===== src/rtl/vga_pkg.sv =====
// vga_pkg: shared 640x480@72 raster timing constants for the timing generator,
// the parallax renderer and the bench.
package vga_pkg;

  localparam int unsigned POS_W = 10;

  localparam int unsigned VGA_H_VISIBLE = 640;
  localparam int unsigned VGA_H_FRONT   = 24;
  localparam int unsigned VGA_H_SYNC    = 40;
  localparam int unsigned VGA_H_BACK    = 128;
  localparam int unsigned VGA_H_TOTAL   = VGA_H_VISIBLE + VGA_H_FRONT + VGA_H_SYNC + VGA_H_BACK;

  localparam int unsigned VGA_V_VISIBLE = 480;
  localparam int unsigned VGA_V_FRONT   = 9;
  localparam int unsigned VGA_V_SYNC    = 3;
  localparam int unsigned VGA_V_BACK    = 28;
  localparam int unsigned VGA_V_TOTAL   = VGA_V_VISIBLE + VGA_V_FRONT + VGA_V_SYNC + VGA_V_BACK;

  localparam bit VGA_H_SYNC_POL = 1'b0;
  localparam bit VGA_V_SYNC_POL = 1'b0;

endpackage


===== src/rtl/vga_axis_counter.sv =====
// vga_axis_counter: one raster axis. Position, wrap flag and sync are flops decoded
// from the next position; active_next is the next-cycle visible flag for the parent to register.
module vga_axis_counter
  import vga_pkg::*;
#(
  parameter int unsigned VISIBLE  = VGA_H_VISIBLE,
  parameter int unsigned FRONT    = VGA_H_FRONT,
  parameter int unsigned SYNC     = VGA_H_SYNC,
  parameter int unsigned BACK     = VGA_H_BACK,
  parameter bit          SYNC_POL = 1'b0
) (
  input  logic             clk,
  input  logic             reset,
  input  logic             enable,
  output logic [POS_W-1:0] pos,
  output logic             wrap,
  output logic             sync,
  output logic             active_next
);

  localparam int unsigned      TOTAL      = VISIBLE + FRONT + SYNC + BACK;
  localparam logic [POS_W-1:0] LAST       = POS_W'(TOTAL - 1);
  localparam logic [POS_W-1:0] SYNC_FIRST = POS_W'(VISIBLE + FRONT);
  localparam logic [POS_W-1:0] SYNC_LAST  = POS_W'(VISIBLE + FRONT + SYNC - 1);
  localparam logic [POS_W-1:0] VIS_END    = POS_W'(VISIBLE);

  logic [POS_W-1:0] pos_q, pos_d;
  logic             wrap_q, wrap_d;
  logic             sync_q, sync_d;

  // wrap_q flags "currently at the last position", so it doubles as the
  // enable for the next axis on the very edge this axis returns to zero.
  always_comb begin
    pos_d = pos_q;
    if (enable) begin
      pos_d = wrap_q ? '0 : pos_q + POS_W'(1);
    end
    wrap_d      = (pos_d == LAST);
    sync_d      = ((pos_d >= SYNC_FIRST) && (pos_d <= SYNC_LAST)) ? SYNC_POL : ~SYNC_POL;
    active_next = (pos_d < VIS_END);
  end

  always_ff @(posedge clk or posedge reset) begin
    if (reset) begin
      pos_q  <= LAST;
      wrap_q <= 1'b1;
      sync_q <= ~SYNC_POL;
    end else begin
      pos_q  <= pos_d;
      wrap_q <= wrap_d;
      sync_q <= sync_d;
    end
  end

  assign pos  = pos_q;
  assign wrap = wrap_q;
  assign sync = sync_q;

endmodule


===== src/rtl/vga_timing.sv =====
// vga_timing: 640x480@72 raster generator, all outputs registered and position-aligned.
// Define VGA_SYNC_DELAY_EN to delay hsync/vsync/display_on by SYNC_DELAY clocks.
module vga_timing
  import vga_pkg::*;
#(
  parameter int unsigned H_VISIBLE  = VGA_H_VISIBLE,
  parameter int unsigned H_FRONT    = VGA_H_FRONT,
  parameter int unsigned H_SYNC     = VGA_H_SYNC,
  parameter int unsigned H_BACK     = VGA_H_BACK,
  parameter int unsigned V_VISIBLE  = VGA_V_VISIBLE,
  parameter int unsigned V_FRONT    = VGA_V_FRONT,
  parameter int unsigned V_SYNC     = VGA_V_SYNC,
  parameter int unsigned V_BACK     = VGA_V_BACK,
  parameter bit          H_SYNC_POL = VGA_H_SYNC_POL,
  parameter bit          V_SYNC_POL = VGA_V_SYNC_POL,
  parameter int unsigned FRAME_W    = 8,
  parameter int unsigned SYNC_DELAY = 2
) (
  input  logic               clk,
  input  logic               reset,
  output logic               hsync,
  output logic               vsync,
  output logic               display_on,
  output logic [POS_W-1:0]   hpos,
  output logic [POS_W-1:0]   vpos,
  output logic               line_start,
  output logic               frame_start,
  output logic [FRAME_W-1:0] frame_cnt
);

  if ((SYNC_DELAY == 0) || (SYNC_DELAY > 4)) begin : g_bad_sync_delay
    $error("vga_timing: SYNC_DELAY must be in 1..4");
  end

  logic h_wrap, v_wrap;
  logic h_sync, v_sync;
  logic h_active_next, v_active_next;

  vga_axis_counter #(
    .VISIBLE  (H_VISIBLE),
    .FRONT    (H_FRONT),
    .SYNC     (H_SYNC),
    .BACK     (H_BACK),
    .SYNC_POL (H_SYNC_POL)
  ) u_h_axis (
    .clk         (clk),
    .reset       (reset),
    .enable      (1'b1),
    .pos         (hpos),
    .wrap        (h_wrap),
    .sync        (h_sync),
    .active_next (h_active_next)
  );

  vga_axis_counter #(
    .VISIBLE  (V_VISIBLE),
    .FRONT    (V_FRONT),
    .SYNC     (V_SYNC),
    .BACK     (V_BACK),
    .SYNC_POL (V_SYNC_POL)
  ) u_v_axis (
    .clk         (clk),
    .reset       (reset),
    .enable      (h_wrap),
    .pos         (vpos),
    .wrap        (v_wrap),
    .sync        (v_sync),
    .active_next (v_active_next)
  );

  logic               display_on_q, display_on_d;
  logic               line_start_q, line_start_d;
  logic               frame_start_q, frame_start_d;
  logic [FRAME_W-1:0] frame_cnt_q, frame_cnt_d;

  // A set wrap flag means the next edge lands on column 0 (and row 0 if both are set).
  always_comb begin
    display_on_d  = h_active_next && v_active_next;
    line_start_d  = h_wrap;
    frame_start_d = h_wrap && v_wrap;
    frame_cnt_d   = frame_start_d ? frame_cnt_q + FRAME_W'(1) : frame_cnt_q;
  end

  always_ff @(posedge clk or posedge reset) begin
    if (reset) begin
      display_on_q  <= 1'b0;
      line_start_q  <= 1'b0;
      frame_start_q <= 1'b0;
      frame_cnt_q   <= '1;
    end else begin
      display_on_q  <= display_on_d;
      line_start_q  <= line_start_d;
      frame_start_q <= frame_start_d;
      frame_cnt_q   <= frame_cnt_d;
    end
  end

  assign line_start  = line_start_q;
  assign frame_start = frame_start_q;
  assign frame_cnt   = frame_cnt_q;

`ifdef VGA_SYNC_DELAY_EN
  logic [SYNC_DELAY-1:0] hs_pipe_q, hs_pipe_d;
  logic [SYNC_DELAY-1:0] vs_pipe_q, vs_pipe_d;
  logic [SYNC_DELAY-1:0] de_pipe_q, de_pipe_d;

  // Stage 0 takes the aligned flops, so the tap lags hpos/vpos by SYNC_DELAY clocks.
  always_comb begin
    hs_pipe_d[0] = h_sync;
    vs_pipe_d[0] = v_sync;
    de_pipe_d[0] = display_on_q;
    for (int unsigned i = 1; i < SYNC_DELAY; i++) begin
      hs_pipe_d[i] = hs_pipe_q[i-1];
      vs_pipe_d[i] = vs_pipe_q[i-1];
      de_pipe_d[i] = de_pipe_q[i-1];
    end
  end

  always_ff @(posedge clk or posedge reset) begin
    if (reset) begin
      hs_pipe_q <= {SYNC_DELAY{~H_SYNC_POL}};
      vs_pipe_q <= {SYNC_DELAY{~V_SYNC_POL}};
      de_pipe_q <= '0;
    end else begin
      hs_pipe_q <= hs_pipe_d;
      vs_pipe_q <= vs_pipe_d;
      de_pipe_q <= de_pipe_d;
    end
  end

  assign hsync      = hs_pipe_q[SYNC_DELAY-1];
  assign vsync      = vs_pipe_q[SYNC_DELAY-1];
  assign display_on = de_pipe_q[SYNC_DELAY-1];
`else
  assign hsync      = h_sync;
  assign vsync      = v_sync;
  assign display_on = display_on_q;
`endif

endmodule


===== config.mk =====
export PLATFORM = sky130hd
export DESIGN_NAME = vga_timing
export DESIGN_NICKNAME = d
export VERILOG_FILES = /design/src/rtl/vga_pkg.sv /design/src/rtl/vga_axis_counter.sv /design/src/rtl/vga_timing.sv
export SDC_FILE = /design/constraint.sdc
export NUM_CORES = 1
export LEC_CHECK = 0
export CAP_MARGIN = 25
export CELL_PAD_IN_SITES_DETAIL_PLACEMENT = 0
export CELL_PAD_IN_SITES_GLOBAL_PLACEMENT = 1
export CORE_MARGIN = 4
export CORE_UTILIZATION = 40
export CTS_CLUSTER_SIZE = 14
export DETAILED_ROUTE_END_ITERATION = 12
export GPL_TIMING_DRIVEN = 1
export PLACE_DENSITY = 0.82
export SLEW_MARGIN = 20
export SYNTH_ARGS = -nofsm -noshare
export SYNTH_HDL_FRONTEND = slang
export SYNTH_SLANG_ARGS = --single-unit

===== constraint.sdc =====
create_clock -name clk -period 2.5 [get_ports clk]
set_input_delay 0.75 -clock clk [delete_from_list [all_inputs] [get_ports clk]]
set_output_delay 0.75 -clock clk [all_outputs]
set_load 0.03 [all_outputs]

# Word-level counts from Yosys, hierarchy flattened
# Cells that the tools add are included.
[word_totals] reg_bits=35 in_bits=2 output_inout_bits=33 wordCells=30
[classes] n_addsub=3 order_cmp=6 eq_ne=2 muxes=5 n_reduce_logical=4
[op_table] cell="2-to-1 mux 10 bit" n=3
[op_table] cell="adder 10 x 1 -> 10 bit, second input constant" n=2
[op_table] cell="equality test 10 bit, second input constant" n=2
[op_table] cell=">= comparator 10 bit, second input constant" n=1
[op_table] cell=">= comparator 10 x 9 -> 1 bit, second input constant" n=1
[op_table] cell="less-or-equal comparator 10 bit, second input constant" n=1
[op_table] cell="less-or-equal comparator 10 x 9 -> 1 bit, second input constant" n=1
[op_table] cell="< comparator 10 bit, second input constant" n=1
[op_table] cell="< comparator 10 x 9 -> 1 bit, second input constant" n=1
[op_table] cell="adder 8 x 1 -> 8 bit, second input constant" n=1
[op_table] cell="logical AND 1 bit" n=4
[op_table] cell="2-to-1 mux 1 bit" n=2

# Longest topological paths before layout
[depth] ltp_word=6 ltp_mapped=7 mapped_depth_nobuf=6

# Modules after synthesis
# Synthesis repeated with hierarchy kept, for this count alone.
[unflattened] cells_unflattened=186 area_unflattened_um2=1885.6
[by_module_without_submodules] mod="vga_axis_counter at u_v_axis" instances=1 cells_each=78 area_each_um2=721.9 seq_area_each_um2=307.8
[by_module_without_submodules] mod="vga_axis_counter at u_h_axis" instances=1 cells_each=73 area_each_um2=703.2 seq_area_each_um2=312.8
[by_module_without_submodules] mod="vga_timing" instances=1 cells_each=35 area_each_um2=460.4 seq_area_each_um2=285.3

# Worst setup path before layout
# Ideal clock, no wire load.
[synth_path] kind="register to register" startpoint="reg u_v_axis.pos_q[1] (netlist: u_v_axis.pos[1])" endpoint="reg display_on_q (netlist: display_on)" setup_time_ns=0.133 arrival_time_ns=1.910 t_required_ns=2.367 path_slack_ns=0.457 path_stages_with_launch=8 path_buffers=1 synth_period_minus_slack_ns=2.043 path_cell_list="dfstp_2 ha_1 buf_2 inv_1 nor4_1 o21ai_4 nor3b_1 a211oi_1"
[synth_via] elab_chain_cells=5
[synth_rtl] element="start: declaration" line="vga_axis_counter.sv:27" source="logic [POS_W-1:0] pos_q, pos_d;"
[synth_rtl] element="start signal: assignment" line="vga_axis_counter.sv:49" source="pos_q <= pos_d;"
[synth_rtl] element="adder 10 x 1 -> 10 bit" line="vga_axis_counter.sv:36" source="pos_d = wrap_q ? '0 : pos_q + POS_W'(1);"
[synth_rtl] element="2-to-1 mux 10 bit" line="vga_axis_counter.sv:36"
[synth_rtl] element="2-to-1 mux 10 bit *" line="vga_axis_counter.sv:35" source="if (enable) begin"
[synth_rtl] element="< comparator 10 x 9 -> 1 bit *" line="vga_axis_counter.sv:40" source="active_next = (pos_d < VIS_END);"
[synth_rtl] element="logical AND 1 bit *" line="vga_timing.sv:78" source="display_on_d = h_active_next && v_active_next;"
[synth_rtl] element="named net display_on_d" line="vga_timing.sv:71" source="logic display_on_q, display_on_d;"
[synth_rtl] element="end signal: assignment" line="vga_timing.sv:91" source="display_on_q <= display_on_d;"
[synth_rtl] element="end: declaration" line="vga_timing.sv:71"
# The timed path passes the listed nets; every way through them passes the cells marked *.
# A chain may end at the register's enable or synchronous reset.

# Worst setup path in the final report
[layout_path] startpoint="reg u_v_axis.pos_q[0] (netlist: u_v_axis.pos[0])" endpoint="out vpos[0]"
[layout_lines] element="end: declaration" line="vga_timing.sv:25" source="output logic [POS_W-1:0] vpos,"
# No word-level cell between the ends.

==> flow_summary_export.csv <==
group,metric,value,unit
clock_network,clock_path_buffers,2,
synthesis,synth.largest_area_cell,"dfstp_2",
critical_path,r2r-start,"u_v_axis.pos[0]",
clock_network,cts_max_level,2,
clock_network,cts_tree,"done",
synthesis,synthesis.nets,185,
clock_network,numCtsBuffers,5,
critical_path,end_kind,"output port",
flow_run,cap_violations,0,
synthesis,synth_warnings,0,
synthesis,synth_flop_cell,"dfstp_2",
die,design.core.area,0.00438,mm²
die,die_width,75.7,µm
clock_network,insertion_delay,0.29,ns
power_and_ir_drop,p_per_area,504,mW/mm²
final_layout,final_area,0.00236,mm²
synthesis,synth-edff-count,0,
critical_path,critPathTopFamily,"buffers and inverters",
hold_path,hp-class,"flip-flop to flip-flop",
global_routing,overflow,0,
synthesis,syn_inst,180,
critical_path,critPathKind,"flip-flop to output port",
power_and_ir_drop,peakVddDrop,0.375,mV
clock_network,clk_pin_slew_worst_paths,0.07,ns
global_routing,antenna_found_initial,0,
synthesis,ys_types,40,
sta,finalMaxSlewViolations,0,
clock_network,post_cts_buffers,0,
placed_design,finalWeightedCongestion,0.846,
sta,hold_viol_final,0,
critical_path,startpoint_type,"flip-flop",
sta,min_period_over_period,0.950,
global_routing,grt_pass1_wl,6.90,mm
sta,max_freq,0.421,GHz
critical_path,cp.arrival,1.62,ns
placed_design,placed_cell_area,0.00222,mm²
clock_network,cts_root_buffer,"clkbuf_8",
synthesis,yosysTopAreaCellShare,0.344,
critical_path,crit_required,1.75,ns
sta,setup_viol,0,
synthesis,synth_area_leaders,"dfstp_2 34%, dfrtp_1 15%, xnor2_1 5.7%",
critical_path,path_buf_inv,1,
hold_path,min_from,"frame_cnt[1]",
global_routing,grt_max_degree,36,
final_layout,fillers,380,
final_layout,layout_commonest_cell,"clkdlybuf4s50_1",
die,placementRows,24,
synthesis,async_flop_share,1.00,
sta,rsz0062_at_grt,"false",
route,dr.pass1.iters,4,
placed_design,post-dp-hpwl,2.87,mm
sta,relSlewSlack,0.637,
die,start_util,0.418,
critical_path,cp_slowest_cell,"clkdlybuf4s50_1",
sta,skew,0.00984,ns
placed_design,io_buffer_count,34,
global_routing,grtUsageTotal,0.159,
critical_path,max_stage_delay,0.71,ns
clock_network,ctsResizeCount,0,
critical_path,path_max_fanout,11,
synthesis,synth.cell_area,0.00183,mm²
critical_path,crit_chain,"clkdlybuf4s50_1",
sta,tns,0,ns
run_status,status,"completed",
clock_network,ctsHoldBuffers,0,
critical_path,startpoint,"u_v_axis.pos[0]",
synthesis,ys_seq_elements,35,
final_layout,syn2layout_area_growth,28.6,%
final_layout,final_nets,220,
synthesis,postSynthAreaPerCell,10.2,µm²
final_layout,antenna_cells,0,
die,ioPinCount,35,
route,final_antenna_net_count,0,
route,drc,0,
sta,worst_pin_slew,0.539,ns
die,die_h,75.7,µm
route,via_count,1453,
clock_network,cts_num_sinks,35,
sta,period_needed,2.37,ns
route,wirelength,4.03,mm
route,drt-initial-drc-count,84,
global_routing,grt_pass1_vias,1421,
final_layout,final_cell_mix,"34 x clkdlybuf4s50_1, 24 x dfstp_2, 19 x nor2_1, 16 x nand2_1, 12 x xnor2_1",
power_and_ir_drop,p_leak,0.000877,µW
final_layout,seq_area,906,µm²
final_layout,layout-drive-gt1-share,0.204,
route,via_per_inst,5.42,
die,dieArea,0.00573,mm²
route,wl_per_cell,15.0,µm
synthesis,ys_seq_area_frac,0.494,
final_layout,multi_input_area,851,µm²
[power by group]
group	switching [µW]	total, µW	internal, µW	leakage, µW
Clock	211	609	398	0.0000644
Sequential	0	568	568	0.000397
Combinational	10.7	13.2	2.50	0.000416
[worst register-to-register path: stages (launching register included)]
cell and delay (ns):
dfstp_2 0.63, ha_1 0.21, inv_1 0.10, nor4_1 0.53, o21ai_4 0.10, nor3b_1 0.28
nand3_1 0.13
[cell usage after synthesis, types with 2 or more instances]
library cell and n:
inv_1 6, mux2i_1 3, nand4b_1 2, nor3_1 4, nand3b_1 2, nand4_1 6, o31ai_1 4, nor3b_1 2
nor2_1 19, nand2_1 16, nand2b_1 3, xnor2_1 12, a211oi_1 2, dfrtp_1 11, dfstp_2 24, nand3_1 10
buf_2 2, buf_4 3, a31oi_1 5, clkbuf_1 5, xor2_1 8, o21ai_0 9, nor2b_1 3, ha_1 3
[path summary, 6_finish.rpt]
kind,to,slack [ns],cells after the start
min,frame_cnt[1],0.49,2
min reg2reg,frame_cnt[1],0.49,2
max,vpos[0],0.13,1
min in group asynchronous,u_h_axis.pos[6],0.86,3
max reg2reg,u_v_axis.sync,0.44,6
max in group asynchronous,frame_cnt[4],1.30,3
[registers in the layout, summed over array words and instances (netlist names)]
name,flops
u_v_axis.wrap,1
u_h_axis.sync,1
u_v_axis.sync,1
display_on,1
line_start,1
frame_start,1
u_h_axis.wrap,1
u_v_axis.pos,10
frame_cnt,8
u_h_axis.pos,10
[cells by family (layout without fill, tap and decap cells)]
family                     count (synthesis)  in the layout  synth area share
and+or+nand+nor                           74             74             0.218
DFF                                       35             35             0.494
AOI/OAI and AO/OA                         28             28             0.113
xor gates and xnor gates                  20             20            0.0955
buffers and inverters                     17             53            0.0423
adders and majority gates                  3              3            0.0205
muxes                                      3              3            0.0164
[through the flow]
step	cells	util	total power, µW	worst slack, ns	hold slack (ns)
after floorplan	180	-	585	0.457	0.436
after global placement	260	0.507	591	0.437	0.469
after detailed placement	260	0.507	592	0.422	0.479
after CTS	268	0.538	1210	0.104	0.492
after global routing	268	0.538	1230	0.0622	0.515
final	268	0.538	1190	0.126	0.488
[per-layer routing]
layer	global-route usage	vias up	wire length (µm)
met1	0.206	711	1790
li1	-	700	-
met4	0.0466	0	24
met2	0.257	40	2020
met3	0.0501	2	197
met5	0	-	0
[layout make-up]
class,instances,area share
multi-input combinational,128,0.361
inverter,6,0.00955
sequential,35,0.384
clock buffer,5,0.0292
clock inverter,3,0.0286
tap,52,0.0276
timing repair buffer,39,0.160
(Power assumes the default switching activity.)
